--- config.mk ---
export PLATFORM = sky130hd
export DESIGN_NAME = fwd_hazard_ctrl
export DESIGN_NICKNAME = d
export VERILOG_FILES = /design/src/rtl/fwd_hazard_ctrl.sv
export SDC_FILE = /design/constraint.sdc
export NUM_CORES = 1
export LEC_CHECK = 0
export CAP_MARGIN = 5
export CORE_MARGIN = 2
export CORE_UTILIZATION = 49
export CTS_BUF_LIST = sky130_fd_sc_hd__clkbuf_4
export CTS_CLUSTER_DIAMETER = 150
export DETAILED_ROUTE_END_ITERATION = 7
export PLACE_DENSITY = 0.79
export SLEW_MARGIN = 20
export SYNTH_ARGS = -nofsm -noshare
export SYNTH_HDL_FRONTEND = slang
export SYNTH_SLANG_ARGS = --single-unit
--- constraint.sdc ---
create_clock -name Clk -period 2.65 [get_ports Clk]
set_clock_uncertainty 0.2 [all_clocks]
set_input_delay 0.265 -clock Clk [delete_from_list [all_inputs] [get_ports Clk]]
set_output_delay 0.265 -clock Clk [all_outputs]
set_load 0.01 [all_outputs]
--- src/rtl/fwd_hazard_ctrl.sv ---
// Operand-forwarding select and load-use stall control for the EX stage.
// Tracks destination info for the EX/MEM/WB slots alongside the ID/EX register.
module fwd_hazard_ctrl #(
    parameter int ADDR_W    = 5,
    parameter bit HAZARD_EN = 1'b1,
    parameter int CNT_W     = 32
) (
    input  logic              Clk,
    input  logic              Rst_n,
    input  logic              ID_Valid,
    input  logic [ADDR_W-1:0] ID_Rs,
    input  logic [ADDR_W-1:0] ID_Rt,
    input  logic              ID_UsesRs,
    input  logic              ID_UsesRt,
    input  logic              ID_RegWrite,
    input  logic              ID_MemRead,
    input  logic [ADDR_W-1:0] ID_Dest,
    input  logic              Flush,
    output logic [1:0]        FwdA,
    output logic [1:0]        FwdB,
    output logic              Stall,
    output logic [CNT_W-1:0]  StallCount
);

    localparam logic [ADDR_W-1:0] ZERO_REG = '0;

    // Slot valid bits are control (reset); the remaining slot fields are
    // qualified by valid, so they carry no reset.
    logic              ex_vld_q, ex_vld_d;
    logic              mem_vld_q, mem_vld_d;
    logic              wb_vld_q, wb_vld_d;
    logic              ex_rw_q, ex_rw_d;
    logic              ex_mr_q, ex_mr_d;
    logic [ADDR_W-1:0] ex_dest_q, ex_dest_d;
    logic              mem_rw_q, mem_rw_d;
    logic [ADDR_W-1:0] mem_dest_q, mem_dest_d;
    logic              wb_rw_q, wb_rw_d;
    logic [ADDR_W-1:0] wb_dest_q, wb_dest_d;
    logic [1:0]        fwda_q, fwda_d;
    logic [1:0]        fwdb_q, fwdb_d;
    logic [CNT_W-1:0]  cnt_q, cnt_d;

    logic              stall;
    logic              bubble;

    function automatic logic slot_hit(
        input logic              uses,
        input logic [ADDR_W-1:0] src,
        input logic              vld,
        input logic              rw,
        input logic [ADDR_W-1:0] dest
    );
        return uses && (src != ZERO_REG) && vld && rw && (src == dest);
    endfunction

    // Nearest producer wins; a WB producer is already visible through the
    // write-first regfile, so it selects the regfile path.
    function automatic logic [1:0] fwd_sel(
        input logic ex_hit,
        input logic mem_hit,
        input logic wb_hit
    );
        if (ex_hit)       return 2'd1;
        else if (mem_hit) return 2'd2;
        else if (wb_hit)  return 2'd0;
        else              return 2'd0;
    endfunction

    function automatic logic [CNT_W-1:0] sat_inc(input logic [CNT_W-1:0] c);
        return (c == {CNT_W{1'b1}}) ? c : c + 1'b1;
    endfunction

    always_comb begin
        stall = HAZARD_EN && ID_Valid && ex_vld_q && ex_mr_q && (ex_dest_q != ZERO_REG)
                && ((ID_UsesRs && (ID_Rs == ex_dest_q)) || (ID_UsesRt && (ID_Rt == ex_dest_q)));
        bubble = stall || Flush || !ID_Valid;
    end

    always_comb begin
        ex_vld_d   = !bubble;
        ex_rw_d    = ID_RegWrite;
        ex_mr_d    = ID_MemRead;
        ex_dest_d  = ID_Dest;
        mem_vld_d  = ex_vld_q;
        mem_rw_d   = ex_rw_q;
        mem_dest_d = ex_dest_q;
        wb_vld_d   = mem_vld_q;
        wb_rw_d    = mem_rw_q;
        wb_dest_d  = mem_dest_q;
        fwda_d     = 2'd0;
        fwdb_d     = 2'd0;
        if (!bubble) begin
            fwda_d = fwd_sel(slot_hit(ID_UsesRs, ID_Rs, ex_vld_q, ex_rw_q, ex_dest_q),
                             slot_hit(ID_UsesRs, ID_Rs, mem_vld_q, mem_rw_q, mem_dest_q),
                             slot_hit(ID_UsesRs, ID_Rs, wb_vld_q, wb_rw_q, wb_dest_q));
            fwdb_d = fwd_sel(slot_hit(ID_UsesRt, ID_Rt, ex_vld_q, ex_rw_q, ex_dest_q),
                             slot_hit(ID_UsesRt, ID_Rt, mem_vld_q, mem_rw_q, mem_dest_q),
                             slot_hit(ID_UsesRt, ID_Rt, wb_vld_q, wb_rw_q, wb_dest_q));
        end
        cnt_d = stall ? sat_inc(cnt_q) : cnt_q;
    end

    always_ff @(posedge Clk or negedge Rst_n) begin
        if (!Rst_n) begin
            ex_vld_q  <= 1'b0;
            mem_vld_q <= 1'b0;
            wb_vld_q  <= 1'b0;
            fwda_q    <= 2'd0;
            fwdb_q    <= 2'd0;
            cnt_q     <= '0;
        end else begin
            ex_vld_q  <= ex_vld_d;
            mem_vld_q <= mem_vld_d;
            wb_vld_q  <= wb_vld_d;
            fwda_q    <= fwda_d;
            fwdb_q    <= fwdb_d;
            cnt_q     <= cnt_d;
        end
    end

    always_ff @(posedge Clk) begin
        ex_rw_q    <= ex_rw_d;
        ex_mr_q    <= ex_mr_d;
        ex_dest_q  <= ex_dest_d;
        mem_rw_q   <= mem_rw_d;
        mem_dest_q <= mem_dest_d;
        wb_rw_q    <= wb_rw_d;
        wb_dest_q  <= wb_dest_d;
    end

    assign FwdA       = fwda_q;
    assign FwdB       = fwdb_q;
    assign Stall      = stall;
    assign StallCount = cnt_q;

endmodule

# --- Word level (Yosys, flattened, before mapping) ---
# Cells that the tools add are included.
word_totals:
  reg_bits: 51
  input_bits: 23
  out_inout_bits: 37
  elab_cells: 52
op_classes:
  n_addsub: 1
  eq_ne: 5
  n_mux: 6
  bitwise_logic: 1
  reduce_logical: 29
op_table:
  columns: ["cell", "n"]
  rows:
  - ["$add 32x1->32 const B", 1]
  - ["$eq 32x32->1 const B", 1]
  - ["$eq 5x5->1", 4]
  - ["$logic_and 1x1->1", 20]
  - ["$reduce_bool 5->1", 3]
  - ["$mux 2", 6]
  - ["$logic_or 1x1->1", 3]
  - ["$logic_not 1->1", 2]
  - ["$reduce_and 2->1", 1]
  - ["$not 1->1", 1]

# --- Longest topological paths before layout ---
# Gate-level depths: netlist (run 1).
logic_depth:
  depth_word: 8
  ltp_mapped: 9
  mapped_depth_nobuf: 7

# --- Worst setup path before layout (run 1) ---
# Ideal clock, no wire load.
synth_timing:
  path_kind: "flip-flop to flip-flop"
  from: "reg cnt_q[0] (netlist: StallCount[0])"
  to: "reg cnt_q[28] (netlist: StallCount[28])"
  setup_ns: 0.125
  arrival_time_ns: 1.909
  required_time_ns: 2.325
  slack_ns: 0.416
  stages_incl_launch_ff: 7
  path_buffers: 0
  period_less_slack_ns: 2.234
  path_cell_list: "dfrtp_1 > ha_1 > nand4_1 > nor4_4 > nand2_2 > or3_1 > mux2_4"
synth_between:
  elab_chain_len: 3
  elab_cells_between_ends: 4
  cone_classes: "add/sub: 1; eq/ne: 1; bitwise: 1; reduce/logical: 1"
synth_rtl:
  columns: ["item", "line", "text"]
  rows:
  - ["start: declaration", "41", "logic [CNT_W-1:0] cnt_q, cnt_d;"]
  - ["start signal: assignment", "117", "cnt_q <= cnt_d;"]
  - ["branches (longest 3 deep; another with $add 32x1->32)", null, null]
# Parallel ways; which one is timed is not known.
# A chain may end at the register's enable or synchronous reset.

# --- Worst setup path after layout (run 1) ---
layout_timing:
  from: "in ID_Rt[4]"
  to: "out Stall"
layout_between:
  elab_chain_len: 4
layout_rtl:
  columns: ["item", "line", "text"]
  rows:
  - ["start: declaration", "12", "input logic [ADDR_W-1:0] ID_Rt,"]
  - ["$eq 5x5->1", "75", "&& ((ID_UsesRs && (ID_Rs == ex_dest_q)) || (ID_UsesRt && (ID_Rt == ex_dest_q)));"]
  - ["$logic_and 1x1->1", "75", null]
  - ["$logic_or 1x1->1", "75", null]
  - ["$logic_and 1x1->1", "75", null]
  - ["end: declaration", "21", "output logic Stall,"]
# No other way between the ends.

==> summary.md, run 1 <==
| Metric | Value |
|---|---|
| Result of the run | `finished, final reports clean` |
| Total iterations of the first detailed-routing run | `4` |
| Root cell of the clock tree | `sky130_fd_sc_hd__clkbuf_4` |
| Hold Path Cell Cnt | `1` |
| Total Nets Final | `314` |
| DRC marker count from the first detailed-route iteration | `129` |
| Setup CP Type | `input pin to output pin` |
| Gate Count Post-Synth | `219` |
| Width of the chip | `74.5 um` |
| Floorplan core area | `4750 um^2` |
| Number of H-tree branching levels | `2` |
| Wire length of the first global-routing pass | `8400 um` |
| Combined area of the multi-input logic cells | `1180 um^2` |
| Antenna violations before repair | `0` |
| Overall global routing resource usage | `20.0%` |
| Filler cells | `386` |
| Worst voltage drop across the vdd grid | `379 uV` |
| Mapped Nets | `243` |
| EDFF count, synth | `0` |
| Worst Hold Margin | `109 ps` |
| CP Launch Type | `input pin` |
| Number of synthesis warnings | `0` |
| Number of setup buffers added after CTS | `0` |
| Worst setup startpoint | `ID_Rt[4]` |
| Final Setup Violations | `0` |
| Share of flip-flops with an asynchronous set or reset | `74.5%` |
| Area growth from synthesis to layout | `32.5%` |
| Max_cap viols | `0` |
| RSZ-0062 raised after global routing | `no` |
| Insertion delay to the later sink of the worst-skew pair | `370 ps` |
| Die outline area | `5540 um^2` |
| Clock Path Buffers | `2` |
| Rows | `25` |
| Required time reported for the critical path endpoint | `2180 ps` |
| Mean cell area of the mapped netlist | `11.1 um^2` |
| Reg2Reg Depth | `6` |
| Number of placed I/O pins | `60` |
| Clock tree from TritonCTS | `yes` |
| Via count of the first global-routing pass | `1759` |
| Element type at the critical path end | `output pin` |
| Average wire per cell in the routed design | `14.1 um` |
| Worst Tran Pin Value | `834 ps` |
| Clock sink total | `51` |
| Minimum clock period | `2550 ps` |
| Routed via count divided by cell count | `5.23` |
| Effective utilization at floorplan | `51.2%` |
| Clock-pin slew reported for the worst setup and hold paths after clock tree synthesis | `140 ps` |
| Cell taking the most area after synthesis | `sky130_fd_sc_hd__dfrtp_1` |
| Period Utilization, post-route | `96.3%` |
| Dpl cell area | `3140 um^2` |
| Fraction of the yosys area taken by sequential cells | `49.8%` |
| Pin count of the biggest net entering global routing | `39` |
| Final Hold Vio Count | `0` |
| Max_slew headroom | `44.4%` |
| Post-synthesis register bit count | `51` |
| Total inserted antenna cells | `0` |
| Worst reg2reg startpoint | `StallCount[0]` |
| Main area contributors after synthesis | `sky130_fd_sc_hd__dfrtp_1 39%, sky130_fd_sc_hd__xnor2_1 14%, sky130_fd_sc_hd__dfxtp_1 11%, sky130_fd_sc_hd__nand4_1 4.6%, sky130_fd_sc_hd__nand3_1 3.5%` |
| Area share of the leading cell type in the synthesized netlist | `39.1%` |
| Leftover overflow at the end of global routing | `0` |
| Inserted Clock Buffers | `5` |
| Crit Path Max Fanout | `3` |
| Share of the core filled with cells in the final layout | `67.8%` |
| Vertical extent of the die | `74.5 um` |
| Total wire length after detailed routing | `5040 um` |
| Worst min-delay path category | `input pin to register` |
| Vias after detailed routing | `1874` |
| Remaining routing DRC violations | `0` |
| Non-Filler Cell Area, Final | `3220 um^2` |
| Share of layout cells above drive strength 1 | `15.5%` |
| Post-route ant nets | `0` |
| DP HPWL | `3800 um` |
| Final Wtd Congestion | `0.874` |
| Count of pins over their slew limit | `0` |
| Netlist cell types | `39` |
| Hold path start | `ID_Dest[3]` |
| Overall power of the completed layout | `1.28 mW` |
| Power per Cell Area | `397 nW/um^2` |
| Cell area after technology mapping | `2430 um^2` |
| Arrival time reported for the critical path endpoint | `2090 ps` |
| Most frequently used flop master after synthesis | `sky130_fd_sc_hd__dfrtp_1` |
| Leak pwr | `1.31 nW` |
| Number of port buffers | `59` |
| Highest clock frequency the design can meet | `392 MHz` |
| Area used by sequential logic in the layout | `1220 um^2` |
[synth_stat cells, types with 2 or more instances]
| cell | n |
|---|---|
| sky130_fd_sc_hd__and3_1 | 9 |
| sky130_fd_sc_hd__dfxtp_1 | 13 |
| sky130_fd_sc_hd__nand2_1 | 13 |
| sky130_fd_sc_hd__or3_1 | 2 |
| sky130_fd_sc_hd__xnor2_1 | 38 |
| sky130_fd_sc_hd__nor2b_1 | 2 |
| sky130_fd_sc_hd__nor4_4 | 2 |
| sky130_fd_sc_hd__or3_2 | 2 |
| sky130_fd_sc_hd__buf_2 | 3 |
| sky130_fd_sc_hd__nand2_2 | 2 |
| sky130_fd_sc_hd__nor4_1 | 3 |
| sky130_fd_sc_hd__inv_1 | 5 |
| sky130_fd_sc_hd__xor2_1 | 8 |
| sky130_fd_sc_hd__and4_1 | 2 |
| sky130_fd_sc_hd__nand3_1 | 17 |
| sky130_fd_sc_hd__or4_4 | 3 |
| sky130_fd_sc_hd__nor2_1 | 9 |
| sky130_fd_sc_hd__or4_1 | 2 |
| sky130_fd_sc_hd__nand4_1 | 18 |
| sky130_fd_sc_hd__nor4_2 | 2 |
| sky130_fd_sc_hd__a21oi_1 | 2 |
| sky130_fd_sc_hd__xnor2_2 | 3 |
| sky130_fd_sc_hd__dfrtp_1 | 38 |
| sky130_fd_sc_hd__or3_4 | 2 |
| sky130_fd_sc_hd__nor3_1 | 5 |
[flip-flops by register name, summed over array words and instances (netlist names)]
register / count
StallCount: 32
ex_dest_q: 5
mem_dest_q: 5
FwdA: 2
FwdB: 2
ex_mr_q: 1
ex_rw_q: 1
ex_vld_q: 1
mem_rw_q: 1
mem_vld_q: 1
[critical path, cell delays in order]
cell and delay (ps):
sky130_fd_sc_hd__clkdlybuf4s50_1 520, sky130_fd_sc_hd__xnor2_1 150, sky130_fd_sc_hd__nand3_1 120, sky130_fd_sc_hd__nor3_2 180, sky130_fd_sc_hd__a32oi_2 160, sky130_fd_sc_hd__inv_1 130, sky130_fd_sc_hd__clkdlybuf4s50_1 550
[routing by layer]
metal / routed length, um / track usage [%] / vias to the layer above
li1: - / - / 915
met1: 2370 / 27.5 / 899
met2: 2380 / 31.4 / 54
met3: 224 / 4.47 / 6
met4: 71 / 6.55 / 0
met5: 0 / 0 / -
[placed cells by master (no fill, tap or decap), types with 9 or more instances in the layout]
master	count
sky130_fd_sc_hd__and3_1	9
sky130_fd_sc_hd__clkdlybuf4s50_1	58
sky130_fd_sc_hd__nand3_1	17
sky130_fd_sc_hd__dfrtp_1	38
sky130_fd_sc_hd__dfxtp_1	9
sky130_fd_sc_hd__buf_4	9
sky130_fd_sc_hd__nor2_1	9
sky130_fd_sc_hd__xnor2_1	38
sky130_fd_sc_hd__nand2_1	13
sky130_fd_sc_hd__nand4_1	18
[path summary, 6_finish.rpt]
path / to / slack [ps]
worst max-delay path: Stall / 100
worst min-delay path: ex_dest_q[3] / 110
worst max register to register: StallCount[28] / 290
worst min register to register: mem_rw_q / 190
max in group asynchronous: StallCount[18] / 1410
min in group asynchronous: StallCount[8] / 310
[stage by stage]
stage	setup WS, ps	std cells	setup TNS, ps
after floorplan	416	219	0
after global placement	44.3	349	0
after detailed placement	-13.6	349	-39.4
after CTS	5.40	358	0
after global routing	11.6	358	0
final	98.3	358	0
[area by class of cell]
cell class	instances	share of cell area, %
Inverter	5	0.582
Timing Repair Buffer	69	20.6
Sequential cell	51	37.7
Tap cell	67	2.60
Clock buffer	8	1.86
Multi-Input combinational cell	158	36.6
[kinds of logic after synthesis]
kind of cell / share of synthesized area (%)
DFF: 49.8
muxes: 1.08
AOI/OAI and AO/OA: 1.34
and+or+nand+nor: 26.5
buffers and inverters: 2.16
adders and majority gates: 0.514
xor gates and xnor gates: 18.6
[report_power, final]
group | switching (mW) | total (mW) | internal [mW]
combinational | 0.0434 | 0.103 | 0.0598
sequential | 0.0160 | 0.807 | 0.791
clock | 0.233 | 0.370 | 0.137
[timing repair]
item	4_1_cts	5_1_grt
gates resized for setup	2	4
pin swaps	0	2
endpoints found under the setup margin	1	1
hold endpoints to repair	38	0
hold buffers	1	0
Power figures use the tool's default switching activity.
==> inputs of run 2 (changes only) <==
CAP_MARGIN = 25   (was 5)
==> results of run 2 <==
Same layout as run 1: the final DEF is identical, and so are final timing and power.
==> inputs of run 3 (changes only) <==
ABC_AREA = 1   (was unset)
PLACE_DENSITY = 0.76   (was 0.79)
==> summary.md, run 3 <==
| Metric | Value |
|---|---|
| Reg2reg end | `StallCount[20]` |
| Share of layout cells above drive strength 1 | `5.03% (-10 points)` |
| Total wire length after detailed routing | `8090 um (+60%)` |
| Main area contributors after synthesis | `sky130_fd_sc_hd__dfrtp_1 31%, sky130_fd_sc_hd__nand2_1 23%, sky130_fd_sc_hd__dfxtp_1 8.4%, sky130_fd_sc_hd__nand4_1 8.2%, sky130_fd_sc_hd__nor2_1 8.2%` |
| Overall global routing resource usage | `23.8% (+3.8 points)` |
| Average wire per cell in the routed design | `13.2 um (-6.4%)` |
| Effective utilization at floorplan | `49.9% (-1.3 points)` |
| Wire length of the first global-routing pass | `13600 um (+62%)` |
| Width of the chip | `83.7 um (+12%)` |
| Combinational Power Share | `8.9% (+0.8 points)` |
| Area used by sequential logic in the layout | `1210 um^2 (-0.41%)` |
| Clk network pwr share | `33.1% (+4.2 points)` |
| Count of pins over their slew limit | `0 (unchanged)` |
| Leftover overflow at the end of global routing | `0 (unchanged)` |
| Antenna violations before repair | `0 (unchanged)` |
| Worst min-delay path category | `input pin to register` |
| Die outline area | `7010 um^2 (+26%)` |
| Remaining routing DRC violations | `0 (unchanged)` |
| Worst voltage drop across the vdd grid | `204 uV (-46%)` |
| Post-route ant nets | `0 (unchanged)` |
| Hold Path Cell Cnt | `1 (unchanged)` |
| # placed instances | `605 (+73%)` |
| Most frequent cells in the layout | `192 x sky130_fd_sc_hd__nand2_1, 68 x sky130_fd_sc_hd__nor2_1, 58 x sky130_fd_sc_hd__clkdlybuf4s50_1, 41 x sky130_fd_sc_hd__nand4_1, 40 x sky130_fd_sc_hd__inv_1` |
| Routed via count divided by cell count | `5.09 (-2.7%)` |
| Share of synthesized area spent on multiplexers | `0% (-1.1 points)` |
| Part of the total power dissipated in sequential elements | `58.0% (-5.0 points)` |
| Sw frac | `24.7% (+1.9 points)` |
| Rows | `29 (+16%)` |
| Number of H-tree branching levels | `2 (unchanged)` |
| Power per Cell Area | `360 nW/um^2 (-9.3%)` |
| Inserted Clock Buffers | `5 (unchanged)` |
| Most frequent standard cell in the layout excluding fill and tap cells | `sky130_fd_sc_hd__nand2_1` |
| Top cells by count, synth | `192 x sky130_fd_sc_hd__nand2_1, 68 x sky130_fd_sc_hd__nor2_1, 41 x sky130_fd_sc_hd__nand4_1` |
| Mean cell area of the mapped netlist | `6.57 um^2 (-41%)` |
| Cell taking the most area after synthesis | `sky130_fd_sc_hd__dfrtp_1` |
| Cell area after technology mapping | `3110 um^2 (+28%)` |
| Post-Synth Simple-Gate Area | `45.4% (+19 points)` |
| Setup CP Type | `input pin to output pin` |
| Adder-Cell Fraction of Synth Area | `0.402% (-0.11 points)` |
| Total Nets Final | `560 (+78%)` |
| Sw Pwr | `0.344 mW (+18%)` |
| Required time reported for the critical path endpoint | `2180 ps (about the same)` |
| CP Launch Type | `input pin` |
| Max_slew headroom | `43.4% (-0.96 points)` |
| Area share of the leading cell type in the synthesized netlist | `30.5% (-8.5 points)` |
| EDFF count, synth | `0 (unchanged)` |
| Number of setup buffers added after CTS | `0 (unchanged)` |
| Leak pwr | `1.72 nW (+31%)` |
| Number of port buffers | `59 (unchanged)` |
| Combined area of the multi-input logic cells | `1660 um^2 (+40%)` |
| Minimum clock period | `2480 ps (-74.4 ps)` |
| Worst setup startpoint | `ID_Rs[0]` |
| Most frequently used flop master after synthesis | `sky130_fd_sc_hd__dfrtp_1` |
| Clock Path Buffers | `2 (unchanged)` |
| Netlist cell types | `23 (-41%)` |
| Most used standard cell by instance count after synthesis | `sky130_fd_sc_hd__nand2_1` |
| Filler cells | `602 (+56%)` |
| Element type at the critical path end | `output pin` |
| Vertical extent of the die | `83.7 um (+12%)` |
| Number of placed I/O pins | `60 (unchanged)` |
| Post-synthesis register bit count | `51 (unchanged)` |
| Area growth from synthesis to layout | `24.1%` |
| Highest clock frequency the design can meet | `404 MHz (+3.0%)` |
| Arrival time reported for the critical path endpoint | `2010 ps (-80 ps)` |
| Total inserted antenna cells | `0 (unchanged)` |
| Combinational family with the most area after synthesis | `simple AND/OR/NAND/NOR gates` |
| Pin count of the biggest net entering global routing | `39 (unchanged)` |
| Worst Tran Pin Value | `848 ps (+14.5 ps)` |
| Mapped Nets | `498 (+100%)` |
| Crit path to | `Stall` |
| Max_cap viols | `0 (unchanged)` |
| Clock-pin slew reported for the worst setup and hold paths after clock tree synthesis | `160 ps (+20 ps)` |
| Compound-cell area share of the yosys netlist | `1.45% (+0.11 points)` |
| Vias after detailed routing | `3126 (+67%)` |
| Internal power consumption | `1.05 mW (+6.0%)` |
| Number of flip-flops under the largest register name | `32 (unchanged)` |
| Share of flip-flops with an asynchronous set or reset | `74.5% (unchanged)` |
| Clock tree from TritonCTS | `yes` |
| Worst-case setup margin in the final layout | `173 ps (+74.4 ps)` |
| Final Wtd Congestion | `0.912 (+4.3%)` |
| Insertion delay to the later sink of the worst-skew pair | `370 ps (about the same)` |
| Final TNS setup | `0 ps (unchanged)` |
| Worst reg2reg startpoint | `StallCount[0]` |
| Xor-xnor portion of the synthesized cell area | `5.91% (-13 points)` |
| Total iterations of the first detailed-routing run | `4 (unchanged)` |
| RSZ-0062 raised after global routing | `no` |
| Clock sink total | `51 (unchanged)` |
| Root cell of the clock tree | `sky130_fd_sc_hd__clkbuf_4` |
| Final Setup Violations | `0 (unchanged)` |
| Period Utilization, post-route | `93.5% (-2.8 points)` |
| Via count of the first global-routing pass | `2900 (+65%)` |
| Non-filler cells, final | `614 (+72%)` |
| Number of synthesis warnings | `0 (unchanged)` |
| DP HPWL | `6120 um (+61%)` |
| Floorplan core area | `6240 um^2 (+31%)` |
| Fraction of the yosys area taken by sequential cells | `38.9% (-11 points)` |
| Result of the run | `finished, final reports clean` |
| Crit Path Max Fanout | `3 (unchanged)` |
| Placement-stage worst setup slack | `102 ps (+115 ps)` |
| Reg2Reg Depth | `10 (+4)` |
| Gate Count Post-Synth | `474 (+120%)` |
| DRC marker count from the first detailed-route iteration | `218 (+69%)` |
| Internal reg-to-reg setup slack | `400 ps (+110 ps)` |
| Final Hold Vio Count | `0 (unchanged)` |
## run 3: changes by cell type in the layout (fill, tap and decap cells not counted), sizes merged, moves of 3 or more
| cell | change |
|---|---|
| inv | +42 |
| nor4 | -7 |
| or4 | -5 |
| xnor2 | -26 |
| and3 | -9 |
| nand3 | +8 |
| o21ai | +6 |
| nand2 | +179 |
| nor2 | +60 |
| or3 | -6 |
| nand4 | +23 |
| nor3 | -3 |
| clkbuf | -3 |
## run 3: metal layers
| metal | GRT usage [%] | part of all wire [%] | vias up |
|---|---|---|---|
| met2 | 41.1 | 48 | 82 |
| met4 | 7.33 | 1.9 | 0 |
| met5 | 0 | 0 | - |
| li1 | - | - | 1624 |
| met1 | 30.9 | 46 | 1410 |
| met3 | 3.17 | 4.8 | 10 |
## run 3: how the worst min path moves through the flow
stage | start | endpoint | slack (ps)
after floorplan | Rst_n | FwdA[0] | -230
after global placement | ex_rw_q | mem_rw_q | 140
after detailed placement | ex_rw_q | mem_rw_q | 140
after CTS | ID_MemRead | ex_mr_q | 100
after global routing | ID_Dest[2] | ex_dest_q[2] | 90
final | ID_MemRead | ex_mr_q | 110
## run 3: kinds of logic after synthesis
group | Yosys count
AND/OR/NAND/NOR | 334
buffers and inverters | 58
flip-flops | 51
XOR/XNOR | 21
AO/OA/AOI/OAI | 9
adder cells (fa/ha/maj) | 1
## run 3: cell type report
type                       count  share of cell area (%)
clock buffer                   5                   0.972
clock inverter                 3                    1.10
inverter                      46                    4.47
multi-input combinational    365                    42.8
sequential                    51                    31.3
tap                           77                    2.49
timing repair buffer          67                    16.8
## run 3: metrics by stage
stage	total power [mW]	instance area (um^2)	hold WS, ps	utilization, %
3_5_place_dp	0.945	3770	139	60.5
2_1_floorplan	0.874	3110	-231	-
5_1_grt	1.45	3860	92.8	61.9
3_3_place_gp	0.944	3770	138	60.5
4_1_cts	1.41	3860	99.0	61.9
6_report	1.39	3860	107	61.9
## run 3: what timing repair did
action / 4_1_cts / 5_1_grt
hold buffers: 1 / 0
endpoints found under the hold margin: 38 / 0
resized for setup: 0 / 0
## run 3: worst max-delay path, cell delays in order
cell	delay (ps)
sky130_fd_sc_hd__clkdlybuf4s50_1	520
sky130_fd_sc_hd__inv_1	90
sky130_fd_sc_hd__nand2_1	60
sky130_fd_sc_hd__nand2_1	50
sky130_fd_sc_hd__nor2_1	170
sky130_fd_sc_hd__nand4_1	120
sky130_fd_sc_hd__nand2_2	80
sky130_fd_sc_hd__nand2_1	60
sky130_fd_sc_hd__inv_1	50
sky130_fd_sc_hd__clkdlybuf4s50_1	520
## run 3: power by group through the flow
stage | combinational (mW) | sequential, mW | clock [mW]
2_1_floorplan | 0.0540 | 0.820 | 0
3_3_place_gp | 0.123 | 0.822 | 0
3_5_place_dp | 0.123 | 0.822 | 0
4_1_cts | 0.125 | 0.807 | 0.475
5_1_grt | 0.137 | 0.810 | 0.506
6_report | 0.123 | 0.807 | 0.461
